File: config.mk
export PLATFORM = sky130hd
export DESIGN_NAME = bpb_resolve_queue
export DESIGN_NICKNAME = d
export VERILOG_FILES = /design/src/rtl/bpb_resolve_queue_pkg.sv /design/src/rtl/bpb_resolve_queue_sat_counter.sv /design/src/rtl/bpb_resolve_queue.sv
export SDC_FILE = /design/constraint.sdc
export NUM_CORES = 1
export LEC_CHECK = 0
export CAP_MARGIN = 20
export CORE_UTILIZATION = 57
export DETAILED_ROUTE_END_ITERATION = 8
export PLACE_DENSITY = 0.92
export SETUP_SLACK_MARGIN = 0.02
export SYNTH_ARGS = -nofsm -noshare
export SYNTH_HDL_FRONTEND = slang
export SYNTH_SLANG_ARGS = --single-unit
File: constraint.sdc
create_clock -name clk_i -period 5.3 [get_ports clk_i]
set_input_delay 1.06 -clock clk_i [delete_from_list [all_inputs] [get_ports clk_i]]
set_output_delay 1.06 -clock clk_i [all_outputs]
set_load 0.005 [all_outputs]
File: src/rtl/bpb_resolve_queue_pkg.sv
// Shared types and defaults for the branch-predictor resolve queue.
// `BPB_T (history-table index width) defaults here when the build does not set it.
`ifndef BPB_T
`define BPB_T 8
`endif

package bpb_resolve_queue_pkg;

  localparam int BPB_RQ_DEPTH_W = 2;

  // One in-flight prediction: table slot it came from and the direction guessed.
  typedef struct packed {
    logic [`BPB_T-1:0] index;
    logic              pred_taken;
  } bpb_resolve_entry_t;

endpackage

File: src/rtl/bpb_resolve_queue_sat_counter.sv
// Event counter that sticks at all-ones instead of wrapping.
module bpb_sat_counter #(
  parameter int WIDTH = 32
) (
  input  logic             clk_i,
  input  logic             rst_i,
  input  logic             inc_i,
  output logic [WIDTH-1:0] count_o
);

  // Count events, holding once every bit is set.
  always_ff @(posedge clk_i) begin
    if (rst_i) begin
      count_o <= '0;
    end else if (inc_i && !(&count_o)) begin
      count_o <= count_o + WIDTH'(1);
    end
  end

endmodule

File: src/rtl/bpb_resolve_queue.sv
// In-order queue of in-flight branch predictions. Fetch pushes {index, predicted
// direction}; execute resolves the oldest, which produces the history-table update
// triplet one cycle later and a mispredict pulse when the guess was wrong.
// A mispredict or flush discards every younger entry.
// Optional build macro BPB_RESOLVE_STATS_EN adds saturating resolve/mispredict counters.
module bpb_resolve_queue
  import bpb_resolve_queue_pkg::*;
#(
  parameter int DEPTH_WIDTH = BPB_RQ_DEPTH_W,
  parameter int INDEX_WIDTH = `BPB_T
) (
  input  logic                   clk_i,
  input  logic                   rst_i,
  input  logic                   push_i,
  input  logic [INDEX_WIDTH-1:0] push_index_i,
  input  logic                   push_taken_i,
  output logic                   full_o,
  input  logic                   resolve_i,
  input  logic                   resolve_taken_i,
  output logic                   empty_o,
  input  logic                   flush_i,
  output logic                   upd_en_o,
  output logic                   upd_taken_o,
  output logic [INDEX_WIDTH-1:0] upd_index_o,
  output logic                   mispredict_o,
  output logic [DEPTH_WIDTH:0]   count_o
`ifdef BPB_RESOLVE_STATS_EN
  ,
  output logic [31:0]            resolved_cnt_o,
  output logic [31:0]            mispredict_cnt_o
`endif
);

  localparam int DEPTH = 2 ** DEPTH_WIDTH;
  localparam int PTR_W = DEPTH_WIDTH + 1;

  // Pointers carry an extra wrap bit so full and empty are distinguishable.
  logic [PTR_W-1:0]   wr_ptr_q, rd_ptr_q;
  logic [PTR_W-1:0]   wr_ptr_nxt, rd_ptr_nxt;
  bpb_resolve_entry_t mem_q [DEPTH];
  bpb_resolve_entry_t head;
  bpb_resolve_entry_t push_entry;
  logic               resolve_ok;
  logic               mispredict_now;
  logic               pop_this_cycle;
  logic               push_ok;

  assign empty_o = (wr_ptr_q == rd_ptr_q);
  assign full_o  = (wr_ptr_q[DEPTH_WIDTH-1:0] == rd_ptr_q[DEPTH_WIDTH-1:0]) &&
                   (wr_ptr_q[DEPTH_WIDTH] != rd_ptr_q[DEPTH_WIDTH]);
  assign count_o = wr_ptr_q - rd_ptr_q;

  assign head       = mem_q[rd_ptr_q[DEPTH_WIDTH-1:0]];
  assign push_entry = '{index: push_index_i, pred_taken: push_taken_i};

  // A resolve on an empty queue is meaningless and ignored. A mispredicting
  // resolve still retires the head but does not free a slot for a same-cycle
  // push, since that push is on the wrong path anyway.
  assign resolve_ok     = resolve_i && !empty_o;
  assign mispredict_now = resolve_ok && (resolve_taken_i != head.pred_taken);
  assign pop_this_cycle = resolve_ok && !mispredict_now;
  assign push_ok        = push_i && (!full_o || pop_this_cycle) &&
                          !flush_i && !mispredict_now;

  // Next pointers: flush or mispredict collapses the write pointer onto the
  // post-resolve read pointer, emptying the queue in one step.
  always_comb begin
    rd_ptr_nxt = rd_ptr_q + PTR_W'(resolve_ok);
    wr_ptr_nxt = wr_ptr_q + PTR_W'(push_ok);
    if (flush_i || mispredict_now) begin
      wr_ptr_nxt = rd_ptr_nxt;
    end
  end

  // Pointer and table-update registers; update outputs are one-cycle pulses.
  always_ff @(posedge clk_i) begin
    if (rst_i) begin
      wr_ptr_q     <= '0;
      rd_ptr_q     <= '0;
      upd_en_o     <= 1'b0;
      upd_taken_o  <= 1'b0;
      upd_index_o  <= '0;
      mispredict_o <= 1'b0;
    end else begin
      wr_ptr_q     <= wr_ptr_nxt;
      rd_ptr_q     <= rd_ptr_nxt;
      upd_en_o     <= resolve_ok;
      mispredict_o <= mispredict_now;
      if (resolve_ok) begin
        upd_taken_o <= resolve_taken_i;
        upd_index_o <= head.index;
      end
    end
  end

  // Entry storage needs no reset: pointers alone decide what is valid.
  always_ff @(posedge clk_i) begin
    if (push_ok) begin
      mem_q[wr_ptr_q[DEPTH_WIDTH-1:0]] <= push_entry;
    end
  end

`ifdef BPB_RESOLVE_STATS_EN
  bpb_sat_counter #(.WIDTH(32)) u_resolved_cnt (
    .clk_i   (clk_i),
    .rst_i   (rst_i),
    .inc_i   (upd_en_o),
    .count_o (resolved_cnt_o)
  );

  bpb_sat_counter #(.WIDTH(32)) u_mispredict_cnt (
    .clk_i   (clk_i),
    .rst_i   (rst_i),
    .inc_i   (mispredict_o),
    .count_o (mispredict_cnt_o)
  );
`endif

endmodule

==> results of run 1 <==
[stage by stage]
stage               instances  power (mW)
global route              233        1.28
detailed placement        225       0.951
CTS                       233        1.21
global placement          225       0.930
finish                    233        1.21
floorplan                 149       0.783
[power by group through the flow]
stage               logic [mW]  clock network, mW  registers (mW)
detailed placement       0.397                  0           0.555
finish                   0.399              0.263           0.546
global route             0.439              0.287           0.553
floorplan                0.253                  0           0.530
CTS                      0.400              0.266           0.546
global placement         0.379                  0           0.551
[routing by layer]
| layer | track usage | part of all wire | up-vias |
|---|---|---|---|
| li1 | - | - | 617 |
| met1 | 0.293 | 0.42 | 658 |
| met2 | 0.371 | 0.53 | 43 |
| met3 | 0.0625 | 0.039 | 4 |
| met4 | 0.0710 | 0.0086 | 0 |
| met5 | 0 | 0 | - |
[sequential cells by signal, summed over array words and instances (netlist names)]
register / flops
mem_q: 36
mispredict_o: 1
rd_ptr_q: 3
upd_en_o: 1
upd_index_o: 8
upd_taken_o: 1
wr_ptr_q: 3
[placed cells by master, fill, tap and decap left out, drive strengths merged]
master / instances
a211oi: 1
a21oi: 11
buf: 4
bufinv: 1
clkbuf: 5
clkdlybuf4s50: 30
clkinv: 1
clkinvlp: 1
dfxtp: 17
edfxtp: 36
fa: 1
ha: 6
inv: 7
mux4: 9
nand2: 26
nor2: 7
nor2b: 2
nor3: 1
nor3b: 2
nor4: 4
o211a: 1
o211ai: 2
o21ai: 3
or3: 1
xnor2: 5
xor2: 1
[worst paths after layout]
kind | from | end | slack, ps
setup reg to reg | rd_ptr_q[1]$_SDFF_PP0_ | wr_ptr_q[1]$_SDFF_PP0_ | 2000
setup / recovery | rd_ptr_q[0]$_SDFF_PP0_ | count_o[1] | 1950
hold reg to reg | upd_index_o[1]$_SDFFE_PP0P_ | upd_index_o[1]$_SDFFE_PP0P_ | 470
hold / removal | upd_index_o[1]$_SDFFE_PP0P_ | upd_index_o[1]$_SDFFE_PP0P_ | 470
[kinds of logic after synthesis]
family,count (synthesis)
buf+inv,13
compound gates,18
simple gates,43
xor+xnor,6
flops,53
mux,9
fa+ha+maj,7
[area by class of cell]
class / instances / area, sq um / area share
multi-input combinational: 83 / 704 / 0.266
clock inverter: 3 / 41.3 / 0.0156
timing repair buffer: 34 / 330 / 0.125
sequential: 53 / 1420 / 0.536
tap: 48 / 60.1 / 0.0226
inverter: 7 / 26.3 / 0.00991
clock buffer: 5 / 68.8 / 0.0259
[worst max-delay path, delay by kind of cell (launching register included)]
family                     cells  cell delay, ps
DFF                            1             720
adders and majority gates      2             720
buffers and inverters          2             540
==> summary.md, run 1 <==
| Metric | Value |
|---|---|
| Status | completed |
| Post-placement setup slack | 2030 ps |
| WS Path Type | reg2out |
| WL per Instance | 17.0 um |
| Required time of the critical path | 4240 ps |
| Sink Count | 53 |
| Overall track demand over capacity in global routing | 0.226 |
| Distinct cells, synth | 27 |
| Number of antenna-violating nets in the routed design | 0 |
| Post-Place Cell Area | 2540 sq um |
| Minimum clock period | 3350 ps |
| Post-synthesis register bit count | 53 |
| Setup repair after global routing missed its margin | no |
| Ordered list of cells on the worst path | ha_1, fa_1, inv_1, clkdlybuf4s50_1 |
| Post-synthesis compound-gate area fraction | 0.0539 |
| Count of flip-flops with a built-in enable after synthesis | 36 |
| Critical path arrival | 2290 ps |
| Largest net degree at the start of global routing | 20 |
| Summed area of non-filler cells in the final layout | 2650 sq um |
| Proportion of register bits with asynchronous set or reset after synthesis | 0 |
| Average footprint of a synthesized cell | 14.7 sq um |
| Area of the core region | 3660 sq um |
| H-tree levels | 2 |
| Share of synthesized cell area in full adder, half adder and majority cells | 0.0436 |
| Dominant cell by count in the synthesized netlist | sky130_fd_sc_hd__edfxtp_1 |
| Depth of the most critical reg-to-reg path | 11 |
| Slew at the pin with the worst max-slew slack | 707 ps |
| IR Drop Worst-Case VDD | 0.250 mV |
| Power spent charging and discharging nets | 0.357 mW |
| Nets in the synthesized netlist | 171 |
| Filler Cells Inserted | 234 |
| Warnings, synthesis | 0 |
| Number of I/O pins | 31 |
| Biggest fanout along the worst timing path | 11 |
| Post-Route WL | 3970 um |
| Post-route DRC violation count | 0 |
| Max clock buf depth | 2 |
| Cells taking the most area after synthesis | sky130_fd_sc_hd__edfxtp_1 50%, sky130_fd_sc_hd__dfxtp_1 16%, sky130_fd_sc_hd__mux4_1 9.6% |
| Chip Height | 63.9 um |
| Sort of element at the end of the critical path | output port |
| Period Utilization, post-route | 0.632 |
| Clock buffers created by TritonCTS | 5 |
| Fraction of synthesized cell area in xor and xnor cells | 0.0327 |
| Most numerous cell types in the synthesized netlist | 36 x sky130_fd_sc_hd__edfxtp_1, 26 x sky130_fd_sc_hd__nand2_1, 17 x sky130_fd_sc_hd__dfxtp_1, 11 x sky130_fd_sc_hd__a21oi_1, 8 x sky130_fd_sc_hd__mux4_1 |
| Buffers on Ports | 30 |
| Die X | 63.9 um |
| Startpoint kind of the worst setup timing path | register |
| Vias in the first global route | 1382 |
| Slowest-stage cell, CP | sky130_fd_sc_hd__dfxtp_1 |
| Share of the synthesized area in the top cell type | 0.495 |
| Resized Gates After CTS | 0 |
| WHS Path Cells | 2 |
| Cell taking the most area after synthesis | sky130_fd_sc_hd__edfxtp_1 |
| Die Outline Area | 4080 sq um |
| Worst hold path type | reg2reg |
| Post-synthesis instance area | 2180 sq um |
| Most used flip-flop cell after synthesis | sky130_fd_sc_hd__edfxtp_1 |
| Sum of overflow across all layers after global routing | 0 |
| Seq/Total Area, Yosys | 0.651 |
| FMAX | 299 MHz |
| Setup-failing EPs final | 0 |
| Post-Route Skew | 5.39 ps |
| Final hold slack | 468 ps |
| # diodes | 0 |
| Count of vias placed by the detailed router | 1322 |
| Final core utilization | 0.725 |
| Buffers inserted by post-CTS timing repair | 0 |
| Multiplexer area fraction after synthesis | 0.107 |
| Starting Density | 0.596 |
| Final weighted congestion in routability-driven placement | 0.805 |
| Count of maximum capacitance violations | 0 |
| Post-Synth Simple-Gate Area | 0.0860 |
| Leak | 0.931 nW |
| Clock tree from TritonCTS | yes |
| Combinational share of power | 0.330 |
| Number of max-slew violations in the final report | 0 |
| Root buffer cell | sky130_fd_sc_hd__clkbuf_8 |
| Total of hold buffers inserted after clock tree synthesis | 0 |
| Post-Syn Instances | 149 |
| Clock network power share | 0.218 |
| Vias per inst | 5.67 |
| Power share of the sequential group | 0.452 |
| Post-synthesis to final-layout area growth | 21.5% |
| Worst stage delay on the critical path | 720 ps |
| Power density normalized to cell area | 456 nW/um^2 |
| Pre-Repair DR Iteration Count | 4 |
| Headroom to the max-slew limit | 0.529 |
| Clk Latency, worst-skew pair | 300 ps |
| Net count of the finished layout | 206 |
| Pint | 0.852 mW |
| Share of cells above drive strength 1 | 0.0811 |
| Number of core rows | 22 |
| Fin Setup TNS | 0 ps |
| Final Hold Violating Endpoints | 0 |
| Sw Share | 0.295 |
| First-pass GRT wire length | 6670 um |
| Estimated wirelength of the detail-placed design | 2680 um |
| Clock transition at the register clock pins on the worst setup and hold paths after CTS | 90 ps |
| Worst Slack Setup Final | 1950 ps |
| Dominant combinational cell family by area after synthesis | multiplexers |
| Antenna violations before repair | 0 |
| Detailed Route Iter0 Violations | 93 |
No activity file was read; power rests on OpenSTA's default activity.
==> inputs of run 2 (changes only) <==
--- a/config.mk
+++ b/config.mk
@@ -6,9 +6,9 @@
 export NUM_CORES = 1
 export LEC_CHECK = 0
 export CAP_MARGIN = 20
-export CORE_UTILIZATION = 57
+export CORE_UTILIZATION = 48
 export DETAILED_ROUTE_END_ITERATION = 8
-export PLACE_DENSITY = 0.92
+export PLACE_DENSITY = 0.83
 export SETUP_SLACK_MARGIN = 0.02
 export SYNTH_ARGS = -nofsm -noshare
 export SYNTH_HDL_FRONTEND = slang
==> constraint.sdc (replaced) <==
create_clock -name clk_i -period 2.8 [get_ports clk_i]
set_input_delay 0.56 -clock clk_i [delete_from_list [all_inputs] [get_ports clk_i]]
set_output_delay 0.56 -clock clk_i [all_outputs]
set_load 0.005 [all_outputs]
==> run 2 against run 1 <==
  * First-iteration DRC count grew 20%
  * Combinational power up 100%
  * Die area is 18% higher
  * Clock-buffer cell count rose by 2
  * Clock power is 84% higher
  * Non-clock buffer count grew 4
  * Total power rose by 90%
  * Register-to-register slack got worse by 1800 ps
  * Sequential power up 83%
  * Hold slack got worse by 2.8 ps
  * Largest power group unchanged
  * Critical endpoint is now count_o[2]
  * Sequential share of layout area shrank 0.62 points
  * Critical path depth up 1
==> summary.md, run 2 (same netlist as run 1, synthesis figures left out) <==
| Metric | Value |
|---|---|
| # diodes | 0 (unchanged) |
| Register-to-register setup slack | 190 ps (-1810 ps) |
| Worst hold path type | reg2reg |
| WL per Instance | 16.8 um (-1.1%) |
| Sum of overflow across all layers after global routing | 0 (unchanged) |
| Antenna violations before repair | 0 (unchanged) |
| Vias per inst | 5.48 (-3.4%) |
| Max clock buf depth | 2 (unchanged) |
| Reg-to-Reg End | wr_ptr_q[1]$_SDFF_PP0_ |
| Pre-Repair DR Iteration Count | 4 (unchanged) |
| Setup repair after global routing missed its margin | no |
| First-pass GRT wire length | 6890 um (+3.3%) |
| Total of hold buffers inserted after clock tree synthesis | 0 (unchanged) |
| Final hold slack | 465 ps (-2.78 ps) |
| Buffers inserted by post-CTS timing repair | 0 (unchanged) |
| Buffers on Ports | 30 (unchanged) |
| Required time of the critical path | 2240 ps (-2000 ps) |
| Die X | 69.4 um (+8.7%) |
| FMAX | 373 MHz |
| Multi-input logic area | 704 sq um (unchanged) |
| Clock tree from TritonCTS | yes |
| Minimum clock period | 2680 ps |
| Biggest fanout along the worst timing path | 4 (-7) |
| Clk Latency, worst-skew pair | 310 ps (about the same) |
| Resized Gates After CTS | 0 (unchanged) |
| Chip Height | 69.4 um (+8.7%) |
| Overall track demand over capacity in global routing | 0.191 (-0.0354) |
| Startpoint kind of the worst setup timing path | register |
| Net count of the finished layout | 210 (+1.9%) |
| Clock transition at the register clock pins on the worst setup and hold paths after CTS | 100 ps (about the same) |
| Setup-failing EPs final | 0 (unchanged) |
| Final Hold Violating Endpoints | 0 (unchanged) |
| Count of maximum capacitance violations | 0 (unchanged) |
| Final weighted congestion in routability-driven placement | 0.891 (+11%) |
| Summed area of non-filler cells in the final layout | 2680 sq um (+1.2%) |
| Estimated wirelength of the detail-placed design | 2820 um (+5.2%) |
| Number of antenna-violating nets in the routed design | 0 (unchanged) |
| Sort of element at the end of the critical path | output port |
| Power density normalized to cell area | 857 nW/um^2 (+88%) |
| Slowest-stage cell, CP | sky130_fd_sc_hd__clkdlybuf4s50_1 |
| Fin Setup TNS | 0 ps (unchanged) |
| Number of core rows | 24 (+9.1%) |
| Crit path buffers/inverters | 2 (unchanged) |
| Source of the worst register-to-register timing path | rd_ptr_q[0]$_SDFF_PP0_ |
| Die Outline Area | 4820 sq um (+18%) |
| Post-route DRC violation count | 0 (unchanged) |
| Detailed Route Iter0 Violations | 112 (+20%) |
| Number of I/O pins | 31 (unchanged) |
| Most used cells in the layout excluding fill and tap cells | 36 x sky130_fd_sc_hd__edfxtp_1, 30 x sky130_fd_sc_hd__clkdlybuf4s50_1, 26 x sky130_fd_sc_hd__nand2_1 |
| Ordered list of cells on the worst path | inv_1, ha_1, fa_1, xnor2_1, clkdlybuf4s50_1 |
| Vias in the first global route | 1410 (+2.0%) |
| H-tree levels | 2 (unchanged) |
| CP top delay family | buffers and inverters |
| Critical path arrival | 2120 ps (-170 ps) |
| Area of the core region | 4350 sq um (+19%) |
| Sink Count | 53 (unchanged) |
| Post-synthesis to final-layout area growth | 22.9% |
| Number of max-slew violations in the final report | 0 (unchanged) |
| Clock buffers created by TritonCTS | 5 (unchanged) |
| Largest net degree at the start of global routing | 20 (unchanged) |
| Critical Path Source | wr_ptr_q[0]$_SDFF_PP0_ |
| Post-Route WL | 4060 um (+2.3%) |
| Worst stage delay on the critical path | 510 ps (-210 ps) |
| Filler Cells Inserted | 327 (+40%) |
| Headroom to the max-slew limit | 0.531 (+0.00243) |
| Status | completed |
| Hold Path Sink | upd_index_o[6]$_SDFFE_PP0P_ |
| Leak | 0.953 nW (+2.4%) |
| Area of all sequential standard cells | 1420 sq um (unchanged) |
| Root buffer cell | sky130_fd_sc_hd__clkbuf_8 |
| Starting Density | 0.501 (-0.0949) |
| Count of vias placed by the detailed router | 1321 (-0.076%) |
| WHS Path Cells | 2 (unchanged) |
| Post-Place Cell Area | 2580 sq um (+1.4%) |
| Share of cells above drive strength 1 | 0.101 (+0.0194) |
| Slew at the pin with the worst max-slew slack | 701 ps (-5.75 ps) |
| Period Utilization, post-route | 0.958 |
| IR Drop Worst-Case VDD | 0.363 mV (+45%) |
| Number of flip-flops in the largest register | 36 (unchanged) |
| Commonest non-fill, non-tap cell in the layout | sky130_fd_sc_hd__edfxtp_1 |
| Depth of the most critical reg-to-reg path | 9 (-2) |
| Post-Route Skew | 8.28 ps (+2.88 ps) |
| WS Path Type | reg2out |
| Hold Path Origin | upd_index_o[6]$_SDFFE_PP0P_ |
[run 2: cell types whose count changed in the layout (fill, tap and decap cells not counted), sizes merged]
cell,delta
clkinvlp,-1
clkbuf,+2
bufinv,-1
buf,+4
[run 2: worst reg2reg max path, cell delays in order, from the launching register on]
cell and delay [ps]:
sky130_fd_sc_hd__dfxtp_1 490, sky130_fd_sc_hd__mux4_2 610, sky130_fd_sc_hd__xnor2_4 200, sky130_fd_sc_hd__o21ai_4 210
sky130_fd_sc_hd__nor2_1 100, sky130_fd_sc_hd__ha_1 190, sky130_fd_sc_hd__ha_1 270, sky130_fd_sc_hd__nor3b_1 150
sky130_fd_sc_hd__a21oi_1 180, sky130_fd_sc_hd__o211ai_1 90
[run 2: area by class of cell]
cell class                      instances  share of cell area
Sequential cell                        53               0.530
Clock buffer                            7              0.0364
Multi-Input combinational cell         83               0.262
Timing Repair Buffer                   38               0.134
Tap cell                               52              0.0242
Inverter                                7             0.00979
Clock inverter                          1             0.00326
[run 2: power breakdown]
part	internal (mW)	switching [mW]	total [mW]
sequential	0.939	0.0623	1.00
combinational	0.440	0.374	0.814
clock	0.233	0.251	0.484
[run 2: worst max-delay path by stage]
stage                                   to  slack [ps]  depth (start not counted)
finish                          count_o[2]         120                          5
global route        wr_ptr_q[1]$_SDFF_PP0_          50                          9
CTS                             count_o[2]         130                          5
detailed placement  wr_ptr_q[1]$_SDFF_PP0_         140                          9
global placement    wr_ptr_q[1]$_SDFF_PP0_         260                          9
floorplan            mem_q[0][0]$_DFFE_PP_          10                          5
[run 2: through the flow]
stage | util | worst slack [ps] | power (mW) | instances
final | 0.616 | 117 | 2.30 | 241
after global routing | 0.616 | 46.4 | 2.43 | 241
after CTS | 0.616 | 131 | 2.31 | 241
after detailed placement | 0.592 | 145 | 1.84 | 233
after global placement | 0.592 | 263 | 1.80 | 233
after floorplan | - | 13.7 | 1.48 | 149
[run 2: per-layer routing]
layer | share of wire | track usage | vias up | wire length (um)
li1 | - | - | 626 | -
met1 | 0.42 | 0.237 | 634 | 1710
met2 | 0.50 | 0.316 | 49 | 2040
met3 | 0.052 | 0.0494 | 12 | 212
met4 | 0.024 | 0.0816 | 0 | 96
met5 | 0 | 0 | - | 0
